--- src/rtl/frequency_counter_gate.sv ---
// -----------------------------------------------------------------------------
// frequency_counter_gate
//   Measurement datapath for frequency_counter_control. Counts rising edges of
//   the asynchronous input Sig over a gate window of GATE_BASE << (3*std_f_sel)
//   Clk cycles, latches the result and flags results above/below range.
//
// Ports
//   Clk        in   1      system clock, rising edge
//   Clear      in   1      asynchronous active-high reset
//   reset      in   1      synchronous restart (level, active-high)
//   std_f_sel  in   2      gate select, sampled when a gate starts
//   Sig        in   1      measured signal, asynchronous to Clk
//   Count      out  CNT_W  edge count of the last completed gate
//   Valid      out  1      one-cycle pulse when Count/flags update
//   Cntover    out  1      last result above HI_TH (or saturated)
//   Cntlow     out  1      last result below LO_TH
//   busy       out  1      high while in GATE or EVAL
//
// Build option
//   FREQ_GATE_AUTORUN_EN : when defined, DONE waits HOLD_CYCLES cycles and then
//   starts the next gate on its own. Otherwise DONE holds until reset.
// -----------------------------------------------------------------------------
module frequency_counter_gate #(
    parameter int CNT_W       = 16,
    parameter int GATE_W      = 24,
    parameter int GATE_BASE   = 100,
    parameter int HI_TH       = 9999,
    parameter int LO_TH       = 1000,
    parameter int HOLD_CYCLES = 16
) (
    input  logic             Clk,
    input  logic             Clear,
    input  logic             reset,
    input  logic [1:0]       std_f_sel,
    input  logic             Sig,
    output logic [CNT_W-1:0] Count,
    output logic             Valid,
    output logic             Cntover,
    output logic             Cntlow,
    output logic             busy
);

    typedef enum logic [1:0] {
        S_IDLE = 2'd0,
        S_GATE = 2'd1,
        S_EVAL = 2'd2,
        S_DONE = 2'd3
    } state_t;

    localparam int unsigned HI_U    = HI_TH;
    localparam int unsigned LO_U    = LO_TH;
    localparam logic [CNT_W-1:0] CNT_MAX = '1;

    state_t             state_q, state_d;
    logic [GATE_W-1:0]  timer_q, timer_d;
    logic [CNT_W-1:0]   cnt_q, cnt_d;
    logic               sat_q, sat_d;
    logic [CNT_W-1:0]   count_q, count_d;
    logic               over_q, over_d;
    logic               low_q, low_d;
    logic               valid_q, valid_d;
    logic               sync1_q, sync1_d;
    logic               sync2_q, sync2_d;
    logic               sync3_q, sync3_d;
    logic               edge_q, edge_d;

`ifdef FREQ_GATE_AUTORUN_EN
    localparam int HOLD_W = (HOLD_CYCLES > 0) ? $clog2(HOLD_CYCLES + 1) : 1;
    logic [HOLD_W-1:0]  hold_q, hold_d;
`endif

    // Gate length minus one for the selection present at gate start. The
    // timer itself is the captured copy of the selection for this gate.
    logic [GATE_W-1:0] gate_base;
    logic [GATE_W-1:0] gate_load;
    logic              start;
    logic              eval_over;

    assign gate_base = GATE_W'(GATE_BASE);

    always_comb begin
        gate_load = gate_base - GATE_W'(1);
        case (std_f_sel)
            2'd0:    gate_load = gate_base - GATE_W'(1);
            2'd1:    gate_load = (gate_base << 3) - GATE_W'(1);
            2'd2:    gate_load = (gate_base << 6) - GATE_W'(1);
            default: gate_load = (gate_base << 9) - GATE_W'(1);
        endcase
    end

    // Sig -> two-flop synchroniser -> delayed copy -> registered rise detect.
    always_comb begin
        sync1_d = Sig;
        sync2_d = sync1_q;
        sync3_d = sync2_q;
        edge_d  = sync2_q & ~sync3_q;
    end

    assign eval_over = (32'(cnt_q) > HI_U) | sat_q;

    always_comb begin
        state_d = state_q;
        timer_d = timer_q;
        cnt_d   = cnt_q;
        sat_d   = sat_q;
        count_d = count_q;
        over_d  = over_q;
        low_d   = low_q;
        valid_d = 1'b0;
        start   = 1'b0;
`ifdef FREQ_GATE_AUTORUN_EN
        hold_d  = hold_q;
`endif

        case (state_q)
            S_IDLE: begin
                if (reset) start = 1'b1;
            end
            S_GATE: begin
                if (reset) begin
                    start = 1'b1;
                end else begin
                    // Edge on the final gate cycle still lands in cnt_q
                    // before EVAL samples it.
                    if (edge_q) begin
                        if (cnt_q == CNT_MAX) sat_d = 1'b1;
                        else                  cnt_d = cnt_q + CNT_W'(1);
                    end
                    if (timer_q == '0) state_d = S_EVAL;
                    else               timer_d = timer_q - GATE_W'(1);
                end
            end
            S_EVAL: begin
                if (reset) begin
                    start = 1'b1;
                end else begin
                    count_d = cnt_q;
                    over_d  = eval_over;
                    low_d   = ~eval_over & (32'(cnt_q) < LO_U);
                    valid_d = 1'b1;
                    state_d = S_DONE;
`ifdef FREQ_GATE_AUTORUN_EN
                    hold_d  = '0;
`endif
                end
            end
            S_DONE: begin
                if (reset) begin
                    start = 1'b1;
                end
`ifdef FREQ_GATE_AUTORUN_EN
                // DONE lasts HOLD_CYCLES+1 cycles before the next gate.
                else if (hold_q == HOLD_W'(HOLD_CYCLES)) begin
                    start = 1'b1;
                end else begin
                    hold_d = hold_q + HOLD_W'(1);
                end
`endif
            end
            default: state_d = S_IDLE;
        endcase

        // Any gate start (first, restart, abort, auto-run) reloads everything.
        if (start) begin
            state_d = S_GATE;
            timer_d = gate_load;
            cnt_d   = '0;
            sat_d   = 1'b0;
            valid_d = 1'b0;
`ifdef FREQ_GATE_AUTORUN_EN
            hold_d  = '0;
`endif
        end
    end

    always_ff @(posedge Clk or posedge Clear) begin
        if (Clear) begin
            state_q <= S_IDLE;
            timer_q <= '0;
            cnt_q   <= '0;
            sat_q   <= 1'b0;
            count_q <= '0;
            over_q  <= 1'b0;
            low_q   <= 1'b0;
            valid_q <= 1'b0;
            sync1_q <= 1'b0;
            sync2_q <= 1'b0;
            sync3_q <= 1'b0;
            edge_q  <= 1'b0;
`ifdef FREQ_GATE_AUTORUN_EN
            hold_q  <= '0;
`endif
        end else begin
            state_q <= state_d;
            timer_q <= timer_d;
            cnt_q   <= cnt_d;
            sat_q   <= sat_d;
            count_q <= count_d;
            over_q  <= over_d;
            low_q   <= low_d;
            valid_q <= valid_d;
            sync1_q <= sync1_d;
            sync2_q <= sync2_d;
            sync3_q <= sync3_d;
            edge_q  <= edge_d;
`ifdef FREQ_GATE_AUTORUN_EN
            hold_q  <= hold_d;
`endif
        end
    end

    assign Count   = count_q;
    assign Valid   = valid_q;
    assign Cntover = over_q;
    assign Cntlow  = low_q;
    assign busy    = (state_q == S_GATE) || (state_q == S_EVAL);

endmodule

--- config.mk ---
export PLATFORM = sky130hd
export DESIGN_NAME = frequency_counter_gate
export DESIGN_NICKNAME = d
export VERILOG_FILES = /design/src/rtl/frequency_counter_gate.sv
export SDC_FILE = /design/constraint.sdc
export NUM_CORES = 1
export LEC_CHECK = 0
export CAP_MARGIN = 20
export CORE_MARGIN = 2
export CORE_UTILIZATION = 45
export CTS_BUF_LIST = sky130_fd_sc_hd__clkbuf_16
export CTS_CLUSTER_DIAMETER = 200
export DETAILED_ROUTE_END_ITERATION = 8
export SLEW_MARGIN = 20
export SYNTH_ARGS = -nofsm -noshare
export SYNTH_HDL_FRONTEND = slang
export SYNTH_SLANG_ARGS = --single-unit
--- constraint.sdc ---
create_clock -name Clk -period 4.63 [get_ports Clk]
set_input_delay 0.926 -clock Clk [delete_from_list [all_inputs] [get_ports Clk]]
set_output_delay 0.926 -clock Clk [all_outputs]
set_load 0.02 [all_outputs]
; ---- Word level (Yosys, flattened, before mapping)
; Index checks and enable logic that the tools add are counted.
[classes]
mux = 25
eq_ne = 12
n_lt_le_gt_ge = 2
n_bitwise = 6
add_sub_neg = 2
reduce_logical = 14
[ops]
columns = operator, count
row1 = $mux W24, 4
row2 = $mux W16, 5
row3 = $pmux W16 S3, 1
row4 = $logic_not A24 Y1, 1
row5 = $sub A24 B1 Y24 const B, 1
row6 = $add A16 B1 Y16 const B, 1
row7 = $eq A16 B16 Y1 const B, 1
row8 = $gt A16 B14 Y1 const B, 1
row9 = $lt A16 B10 Y1 const B, 1
row10 = $reduce_and A4 Y1, 3
row11 = $mux W1, 10
row12 = $ne A3 B3 Y1 const B, 3
row13 = $mux W2, 4
row14 = $eq A2 B2 Y1 const B, 3
row15 = $reduce_bool A2 Y1, 3
row16 = $eq A2 B1 Y1 const B, 2
row17 = $logic_not A2 Y1, 2
row18 = $ne A2 B2 Y1 const B, 2
row19 = $pmux W2 S2, 1
row20 = $reduce_or A4 Y1, 1
row21 = $not A1 Y1, 3
row22 = $reduce_and A3 Y1, 1
row23 = $reduce_bool A3 Y1, 1
row24 = $and A1 B1 Y1, 2
row25 = other kinds (4), 4
[word_totals]
elab_cells = 73
in_bits = 6
reg_bits = 66

; ---- Logic depth before layout (Yosys ltp)
[depth]
word_depth = 6
depth_mapped = 8
ltp_nobuf = 7

; ---- Worst setup path after synthesis
; No wires, ideal clock.
[synth_path]
kind = register to register
start = register timer_q[6]
end = register timer_q[19]
path_stages_with_launch = 6
arrival_ns = 2.217
path_slack_ns = 2.334
path_cell_list = dfrtp_1 > or4_1 > buf_2 > or4_4 > or4_1 > a21oi_1
[synth_via]
elab_chain_len = 5
elab_cells_between_ends = 8
classes_between = add/sub (1) / eq/ne (1) / mux (4) / reduce/logical (2)
[synth_lines]
columns = item, line_no
row1 = from (decl), 55  ; logic [GATE_W-1:0] timer_q, timer_d;
row2 = from (signal assigned), 195  ; timer_q <= timer_d;
row3 = $sub A24 B1 Y24, 130  ; else timer_d = timer_q - GATE_W'(1);
row4 = $mux W24, 129  ; if (timer_q == '0) state_d = S_EVAL;
row5 = $mux W24, 120  ; if (reset) begin
row6 = $mux W24, 115  ; case (state_q)
row7 = $mux W24, 164  ; if (start) begin
; Parallel ways exist; a longest one is shown, timed or not. The select of a mux whose other input is x is not followed.
; A chain may end at the register's enable or synchronous reset.

; ---- Worst setup path after layout
[layout_path]
start = register state_q[0]
end = output port busy
[layout_via]
elab_chain_len = 2
elab_cells_between_ends = 3
classes_between = eq/ne (2) / reduce/logical (1)
[layout_lines]
columns = item, line_no
row1 = from (decl), 54  ; state_t state_q, state_d;
row2 = from (signal assigned), 194  ; state_q <= state_d;
row3 = $eq A2 B1 Y1 / $eq A2 B2 Y1 (equally long branches), 216  ; assign busy = (state_q == S_GATE) || (state_q == S_EVAL);
row4 = $logic_or A1 B1 Y1 *, 216
row5 = to (decl), 40  ; output logic busy
; Mark *: on every way between the ends. The rest lies on a longest branch, timed or not.

==> flow_summary.json <==
{
  "outcome": "complete, no violations",
  "route.top_layer_used": "met4",
  "htreeDepth": 3,
  "share_of_synthesized_registers_carrying_an_async_set_or_reset": 1.00,
  "vdd.ir_drop.worst_mv": 0.186,
  "slew_headroom": 0.349,
  "synth_ff_type": "sky130_fd_sc_hd__dfrtp_1",
  "internal_power_uw": 981,
  "post_cts_resized": 0,
  "syn_to_layout_area_delta_pct": 18.7,
  "cp_launch_type": "flop",
  "ctsRootBufferMaster": "sky130_fd_sc_hd__clkbuf_16",
  "combinationalPowerShare": 0.058,
  "ys_top_cells_by_count": "sky130_fd_sc_hd__dfrtp_1, sky130_fd_sc_hd__nor2_1, sky130_fd_sc_hd__mux2_2",
  "hold_buffers": 0,
  "postPlaceCellArea_um2": 3580,
  "synth_warnings": 0,
  "unrepaired_setup_endpoints_after_global_routing": "no",
  "synth-edff-count": 0,
  "synth.largest_area_cell": "sky130_fd_sc_hd__dfrtp_1",
  "timing.setup.critical_path_class": "reg2out",
  "tns_ns": 0,
  "critPathArrivalTime_ns": 1.68,
  "cts_setup_buffers": 0,
  "drv_slew": 0,
  "cts-buffers-inserted": 9,
  "met2_wirelength_mm": 3.26,
  "route.detailed.wl_per_inst_um": 15.4,
  "first_pass_grt_wire_length_mm": 11.4,
  "post_layout_nets": 345,
  "syn_area_per_cell_um2": 10.5,
  "first_iter_violations": 131,
  "worst-slew-pin-transition_ns": 0.967,
  "report.final.hold_viol_count": 0,
  "switching_share": 0.245,
  "cell_count_after_synthesis": 310,
  "min-delay-path-class": "reg2reg",
  "detail_route.wirelength_mm": 6.71,
  "initial_core_util": 0.472,
  "ant_nets": 0,
  "floorplan.die.height_um": 88.9,
  "worst_setup_hold_path_clk_slew_ns": 0.06,
  "cts_sinks": 66,
  "insertedDiodeCount": 0,
  "power.static_leakage_nw": 1.57,
  "io_pins": 26,
  "placement.io_buffers": 25,
  "synth_sequential_area_ratio": 0.509,
  "clock_latency_ns": 0.33,
  "grt_pass1_vias": 2347,
  "synth-seq-cells": 66,
  "synthesis.nets": 321,
  "die_area_um2": 7900,
  "detailed_place_hpwl_mm": 4.49,
  "yosysUniqueCellTypes": 47,
  "avgViaCountPerCell": 5.62,
  "drive_above_1_share": 0.130,
  "antenna_found_initial": 0,
  "netlist_top_cells_area": "sky130_fd_sc_hd__dfrtp_1, sky130_fd_sc_hd__mux2_2, sky130_fd_sc_hd__xnor2_1",
  "finalCritPeriodShare": 0.563,
  "fmaxAchievable_ghz": 0.383,
  "routed-via-count": 2445,
  "timing.final.setup_violations": 0,
  "cts_tree": "done",
  "track_usage": 0.190,
  "critPathMaxFanout": 3,
  "post-route-drc-count": 0,
  "cp.required_ns": 3.70,
  "final_design_area_no_fill_um2": 3850,
  "m1WireLength_mm": 3.13,
  "die_width_um": 88.9,
  "switching_power_uw": 319,
  "p_per_area_nw_per_um2": 338,
  "timing.final.crit_period_ns": 2.61,
  "synth_top_area_frac": 0.509,
  "share_seq_of_total_power": 0.473,
  "worstSetupEndpointType": "primary output",
  "detail_route.first_pass.iterations": 4,
  "worst_clock_skew_ns": 0.00676,
  "met3_length_um": 227,
  "grt_start_max_net_pins": 44,
  "p_clk_frac": 0.469,
  "synth_most_common_cell": "sky130_fd_sc_hd__dfrtp_1",
  "globalplace.congestion": 0.801,
  "coreArea_um2": 6870,
  "rows": 30,
  "timing.max_cap.violations": 0,
  "grt_remaining_overflow": 0,
  "synthesis.area_um2": 3240,
  "max-clock-path-buffers": 2
}
## metal layers
metal / vias up / global-route usage
met3: 10 / 0.0499
met2: 38 / 0.294
li1: 1197 / -
met1: 1200 / 0.263
met5: - / 0
met4: 0 / 0.0620
## worst paths after layout
kind	start	to	slack, ns	cells past startpoint
setup / recovery	state_q[0]	busy	2.02	4
hold / removal	sync1_q	sync2_q	0.35	0
setup reg to reg	timer_q[18]	timer_q[13]	2.08	5
hold reg to reg	sync1_q	sync2_q	0.35	0
max in group asynchronous	Clear	timer_q[6]	2.68	3
min in group asynchronous	Clear	Count[3]	1.10	2
## power groups by stage
stage / combinational (mW) / clock (mW) / sequential (mW)
detailed placement: 0.0763 / 0 / 0.625
finish: 0.0749 / 0.610 / 0.615
floorplan: 0.0546 / 0 / 0.619
global placement: 0.0749 / 0 / 0.624
CTS: 0.0769 / 0.625 / 0.615
global route: 0.0867 / 0.656 / 0.617
## registers in the layout (all words and copies together) (netlist names)
signal / count
sync1_q: 1
sync3_q: 1
Count: 16
edge_q: 1
sync2_q: 1
timer_q: 24
cnt_q: 16
Cntlow: 1
Valid: 1
sat_q: 1
state_q: 2
Cntover: 1
## cells in the final DEF, fill, tap and decap left out, drive strengths merged, types with 7 or more instances in the layout
cell	count
nor4	7
or4	8
nor2	28
o21ai	11
nand2	9
a21oi	17
dfrtp	66
nand4	13
xnor2	13
clkbuf	9
or3	9
nand3	9
mux2	18
inv	10
xor2	8
nor3	11
clkdlybuf4s50	25
## stage by stage
stage,util,cells,setup slack [ns],hold slack (ns),power [mW]
4_1_cts,0.560,435,2.01,0.350,1.32
3_5_place_dp,0.521,419,1.69,0.337,0.701
6_report,0.560,435,2.02,0.349,1.30
3_3_place_gp,0.521,419,1.71,0.331,0.699
5_1_grt,0.560,435,1.91,0.355,1.36
2_1_floorplan,-,310,2.05,0.331,0.674
## logic make-up (layout without fill, tap and decap cells)
family / after synthesis / after routing / share of synthesized area
AND/OR/NAND/NOR: 118 / 118 / 0.209
flip-flops: 66 / 66 / 0.509
adder cells (fa/ha/maj): 5 / 5 / 0.0193
buffers and inverters: 24 / 53 / 0.0282
multiplexers: 18 / 18 / 0.0625
XOR/XNOR: 21 / 21 / 0.0567
AO/OA/AOI/OAI: 58 / 58 / 0.115
## critical path: stages (launching register included)
cell and delay, ns:
sky130_fd_sc_hd__dfrtp_1 0.38, sky130_fd_sc_hd__inv_1 0.06, sky130_fd_sc_hd__ha_1 0.28, sky130_fd_sc_hd__inv_1 0.05
sky130_fd_sc_hd__clkdlybuf4s50_1 0.59
## area by class of cell
| type | instances | area [um2] |
|---|---|---|
| sequential | 66 | 1650 |
| clock inverter | 7 | 46.3 |
| timing repair buffer | 27 | 265 |
| inverter | 10 | 37.5 |
| multi-input combinational | 220 | 1500 |
| tap | 96 | 120 |
| clock buffer | 9 | 225 |
| fill | 597 | 3020 |
Power figures use the tool's default switching activity.
==> variant 1 (same flow settings) <==
Add an input register stage for `std_f_sel` and `Sig`, without a reset; this delays them by one clock. Comments in the files are not updated.
--- a/src/rtl/frequency_counter_gate.sv
+++ b/src/rtl/frequency_counter_gate.sv
@@ -52,4 +52,12 @@
     localparam logic [CNT_W-1:0] CNT_MAX = '1;
 
+    logic [1:0] std_f_sel_q;
+    logic Sig_q;
+
+    always_ff @(posedge Clk) begin
+        std_f_sel_q <= std_f_sel;
+        Sig_q       <= Sig;
+    end
+
     state_t             state_q, state_d;
     logic [GATE_W-1:0]  timer_q, timer_d;
@@ -81,5 +89,5 @@
     always_comb begin
         gate_load = gate_base - GATE_W'(1);
-        case (std_f_sel)
+        case (std_f_sel_q)
             2'd0:    gate_load = gate_base - GATE_W'(1);
             2'd1:    gate_load = (gate_base << 3) - GATE_W'(1);
@@ -91,5 +99,5 @@
     // Sig -> two-flop synchroniser -> delayed copy -> registered rise detect.
     always_comb begin
-        sync1_d = Sig;
+        sync1_d = Sig_q;
         sync2_d = sync1_q;
         sync3_d = sync2_q;
Function: no difference found for any inputs over 10 cycles, from zero or initial values; that may be too few to reach the edited logic, so the function may still have changed.
==> variant 1 against the unedited design <==
Setup slack lost 360 ps; count of clock-buffer cells in the layout is the same; synthesized area grew 0.69%; fmax shrank 12%; sequential cell count grew 3; wire length shrank 5.9%; global-route usage shrank 0.88 points; total power grew 11%; final area grew 2.2%; clock skew grew 4.6 ps; critical path type is now register to register.
==> variant 1: results (changes against the unedited design) <==
<table>
<tr><th>Metric</th><th>Value</th></tr>
<tr><th colspan="2">Status</th></tr>
<tr><td>Result of the run</td><td>finished clean</td></tr>
<tr><th colspan="2">Min path</th></tr>
<tr><td>Hold Crit Endpoint</td><td>sync1_q</td></tr>
<tr><td>Worst hold path startpoint</td><td>Sig_q</td></tr>
<tr><th colspan="2">Setup path</th></tr>
<tr><td>Minimum setup slack among reg-to-reg paths</td><td>1660 ps (-420 ps)</td></tr>
<tr><td>RR Startpoint</td><td>state_q[1]</td></tr>
<tr><td>Data arrival, critical path</td><td>3220 ps (+1540 ps)</td></tr>
<tr><td>Worst r2r path cells</td><td>8 (+3)</td></tr>
<tr><td>CP max FO</td><td>8 (+5)</td></tr>
<tr><th colspan="2">Placed design</th></tr>
<tr><td>Worst slack after detailed placement</td><td>1570 ps (-120 ps)</td></tr>
<tr><td>Placed inst area</td><td>0.00361 mm² (+0.80%)</td></tr>
<tr><td>Placed cell count</td><td>427 (+1.9%)</td></tr>
<tr><td>Last weighted congestion value of the routability-driven placer</td><td>0.840 (+4.9%)</td></tr>
<tr><th colspan="2">Global routing</th></tr>
<tr><td>Overall routing resource usage</td><td>18.1% (-0.88 points)</td></tr>
<tr><td>Pin count of the biggest net entering global routing</td><td>51 (+16%)</td></tr>
<tr><td>Number of global-route vias before repair</td><td>2227 (-5.1%)</td></tr>
<tr><th colspan="2">Layout</th></tr>
<tr><td>Number of nets in the final layout</td><td>350 (+1.4%)</td></tr>
<tr><td>Count of non-filler cells in the finished layout</td><td>443 (+1.8%)</td></tr>
<tr><th colspan="2">STA</th></tr>
<tr><td>Largest clock skew in the final design</td><td>11.3 ps (+4.58 ps)</td></tr>
<tr><td>Maximum operating frequency</td><td>337 MHz (-12%)</td></tr>
<tr><td>Remaining max-slew budget at the tightest pin</td><td>33.8% (-1.2 points)</td></tr>
<tr><th colspan="2">Route</th></tr>
<tr><td>Routed wire length on met3</td><td>229 µm (+0.88%)</td></tr>
<tr><td>Initial DRC Count</td><td>101 (-23%)</td></tr>
<tr><td>Length of routed wiring on met1</td><td>3330 µm (+6.3%)</td></tr>
<tr><td>Wire per inst</td><td>14.2 µm (-7.6%)</td></tr>
<tr><th colspan="2">Logic synthesis</th></tr>
<tr><td>Most frequent cells after synthesis</td><td>dfrtp_1 (66), nor2_1 (27), nor3_1 (19)</td></tr>
<tr><td>Netlist cell types</td><td>44 (-6.4%)</td></tr>
<tr><th colspan="2">Pwr</th></tr>
<tr><td>Largest voltage drop on the vdd net</td><td>240 µV (+29%)</td></tr>
</table>
variant 1: power breakdown:
part	total, mW	internal (mW)	switching [mW]	leakage (nW)
logic	0.0730	0.0290	0.0440	0.551
registers	0.639	0.622	0.0165	0.884
clock network	0.737	0.473	0.265	0.152
variant 1: logic make-up (layout without fill, tap and decap cells):
logic type	Yosys count	in the layout	synth area share (%)
simple gates	117	117	19.5
flops	69	69	52.4
compound gates	64	64	12.6
buf+inv	27	55	3.26
xor+xnor	18	18	4.83
mux	16	16	5.52
fa+ha+maj	5	5	1.92
variant 1: worst max path at each step:
stage / depth (start not counted) / end / from
finish: 8 / timer_q[19] / state_q[1]
global route: 8 / timer_q[21] / state_q[1]
CTS: 5 / timer_q[12] / timer_q[17]
detailed placement: 5 / timer_q[12] / timer_q[17]
global placement: 5 / timer_q[12] / timer_q[17]
floorplan: 7 / timer_q[22] / timer_q[6]
variant 1: area by class of cell:
cell class / instances / area (µm²) / area share [%]
clock buffers: 9 / 225 / 5.73
clock inverters: 7 / 97.6 / 2.48
inverters: 11 / 42.5 / 1.08
multi-input cells: 220 / 1460 / 37.1
repair buffers: 28 / 273 / 6.93
well taps: 99 / 124 / 3.15
flip-flops and latches: 69 / 1710 / 43.5
variant 1: metal layers:
metal	up-vias	global-route usage (%)
li1	1203	-
met1	1167	27.5
met2	49	24.6
met3	8	4.25
met4	0	7.73
met5	-	0
variant 1: worst max-delay path, cell delays in order, from the launching register on:
cell	delay, ps
dfrtp_1	370
inv_1	70
ha_1	260
or4b_2	630
nor2_1	320
o21ai_0	350
buf_4	270
or4_1	460
a21oi_1	170
variant 1: through the flow:
| step | hold WS [ps] | power (mW) |
|---|---|---|
| global route | 334 | 1.51 |
| detailed placement | 321 | 0.723 |
| global placement | 318 | 0.722 |
| CTS | 329 | 1.47 |
| floorplan | 316 | 0.699 |
| finish | 328 | 1.45 |
==> variant 2 (same flow settings) <==
Made on the original files. Set the parameter `CNT_W` to 24 (it was 16).
--- a/src/rtl/frequency_counter_gate.sv
+++ b/src/rtl/frequency_counter_gate.sv
@@ -22,5 +22,5 @@
 // -----------------------------------------------------------------------------
 module frequency_counter_gate #(
-    parameter int CNT_W       = 16,
+    parameter int CNT_W       = 24,
     parameter int GATE_W      = 24,
     parameter int GATE_BASE   = 100,
Ports: changed (resized Count); port bits go from 26 to 34. The function was not compared with the original's and may differ.
==> variant 2 against the unedited design <==
Clock skew is essentially flat; final area rose by 24%; fmax shrank 7.9%; total power up 23%; sequential cell count up 16; setup slack got worse by 220 ps; die area is 25% higher; critical endpoint is now cnt_q[23]; wire length is 35% higher; synthesized area rose by 26%; clock power grew 13%.
==> variant 2: results (changes against the unedited design) <==
<table>
<tr><th>Metric</th><th>Value</th></tr>
<tr><th colspan="2">Status</th></tr>
<tr><td>Result of the run</td><td>finished clean</td></tr>
<tr><th colspan="2">Setup path</th></tr>
<tr><td>CP max FO</td><td>14 (+11)</td></tr>
<tr><td>Data arrival, critical path</td><td>3080 ps (+1400 ps)</td></tr>
<tr><td>Worst r2r path cells</td><td>7 (+2)</td></tr>
<tr><td>Largest delay contributor family on the critical path</td><td>simple AND/OR/NAND/NOR gates</td></tr>
<tr><td>Slowest stage cell, crit path</td><td>or4_4</td></tr>
<tr><th colspan="2">Pwr</th></tr>
<tr><td>Leakage power figure</td><td>1.99 nW (+27%)</td></tr>
<tr><td>Largest voltage drop on the vdd net</td><td>213 µV (+15%)</td></tr>
<tr><th colspan="2">Layout</th></tr>
<tr><td>Fraction of final layout cells with drive strength greater than 1</td><td>6.49% (-6.5 points)</td></tr>
<tr><td>Final-layout fill cell count</td><td>839 (+41%)</td></tr>
<tr><th colspan="2">Logic synthesis</th></tr>
<tr><td>Net count after synthesis</td><td>460 (+43%)</td></tr>
<tr><td>Netlist cell types</td><td>50 (+6.4%)</td></tr>
<tr><td>Most frequent cells after synthesis</td><td>nand2_1 (91), dfrtp_1 (82), nor2_1 (28)</td></tr>
<tr><td>Portion of the post-synthesis area used by sequential elements</td><td>50.2% (-0.71 points)</td></tr>
<tr><th colspan="2">Global routing</th></tr>
<tr><td>Overall routing resource usage</td><td>19.9% (+0.91 points)</td></tr>
<tr><td>Wire length of the first global-routing pass</td><td>15800 µm (+38%)</td></tr>
<tr><td>Number of global-route vias before repair</td><td>3279 (+40%)</td></tr>
<tr><th colspan="2">Route</th></tr>
<tr><td>Total wirelength of the detailed-routed design</td><td>9080 µm (+35%)</td></tr>
<tr><td>Length of routed wiring on met1</td><td>4210 µm (+34%)</td></tr>
<tr><td>Total via count after detailed routing</td><td>3365 (+38%)</td></tr>
<tr><td>Routed wire length on met3</td><td>351 µm (+55%)</td></tr>
<tr><td>Wire length on met2</td><td>4430 µm (+36%)</td></tr>
<tr><th colspan="2">STA</th></tr>
<tr><td>Remaining max-slew budget at the tightest pin</td><td>41.7% (+6.7 points)</td></tr>
<tr><th colspan="2">Placed design</th></tr>
<tr><td>Last weighted congestion value of the routability-driven placer</td><td>0.814 (+1.6%)</td></tr>
<tr><td>Placed wire-length estimate</td><td>5980 µm (+33%)</td></tr>
<tr><td>Count of buffers inserted at the top-level ports</td><td>33 (+32%)</td></tr>
<tr><td>Worst slack after detailed placement</td><td>1660 ps (-21.3 ps)</td></tr>
</table>
-- variant 2: cell types whose count changed in the layout (fill, tap and decap cells not counted), moves of 6 or more --
cell             before  now
dfrtp_1              66   82
clkdlybuf4s50_1      25   33
xor2_1                8    1
o21a_1                0    6
o31ai_1               5   14
a21oi_1              17   26
nand4_1              13    6
nand2_1               9   91
mux2_2               18    3
nor4_1                5   21
-- variant 2: where the power goes --
part | internal (mW) | total, mW | switching [mW]
clock network | 0.412 | 0.691 | 0.279
logic | 0.0521 | 0.137 | 0.0850
registers | 0.744 | 0.766 | 0.0221
-- variant 2: final cells by class --
type / count / area [µm²] / share of cell area, %
flip-flops and latches: 82 / 2050 / 42.9
multi-input cells: 327 / 1880 / 39.3
repair buffers: 38 / 368 / 7.70
clock buffers: 9 / 225 / 4.71
well taps: 108 / 135 / 2.83
clock inverters: 7 / 62.6 / 1.31
inverters: 15 / 57.6 / 1.20
-- variant 2: worst register-to-register path, cell delays in order (launching register included) --
cell and delay (ps):
dfrtp_1 380, inv_1 80, ha_1 310, nand2_1 320, or4_4 600, or3_4 400
or4_1 510, a21oi_1 170
-- variant 2: worst paths after layout --
| check | start | end | slack [ps] |
|---|---|---|---|
| min in group asynchronous | Clear | Count[15] | 940 |
| setup / recovery | state_q[1] | cnt_q[23] | 1800 |
| hold reg to reg | sync1_q | sync2_q | 350 |
| hold / removal | sync1_q | sync2_q | 350 |
| max in group asynchronous | Clear | Count[3] | 2930 |
| setup reg to reg | state_q[1] | cnt_q[23] | 1800 |
-- variant 2: cells by family (layout without fill, tap and decap cells) --
kind of cell / after synthesis / after routing / synth area share (%)
muxes: 4 / 4 / 1.07
xor gates and xnor gates: 10 / 10 / 2.14
AOI/OAI and AO/OA: 90 / 90 / 14.7
buffers and inverters: 40 / 69 / 3.80
adders and majority gates: 5 / 5 / 1.53
and+or+nand+nor: 218 / 218 / 26.5
DFF: 82 / 82 / 50.2
-- variant 2: per-layer routing --
layer / GRT usage, % / vias up
li1: - / 1668
met4: 6.32 / 0
met3: 5.06 / 6
met5: 0 / -
met1: 25.6 / 1626
met2: 33.2 / 65
-- variant 2: per-stage QoR --
step                cells  utilization [%]  hold slack (ps)  power [mW]  instance area, µm²
floorplan             449                -              331       0.868                4090
global placement      570             51.3              333       0.915                4490
detailed placement    570             51.3              337       0.919                4490
CTS                   586             54.5              352        1.62                4780
global route          586             54.5              355        1.67                4780
finish                586             54.5              349        1.59                4780
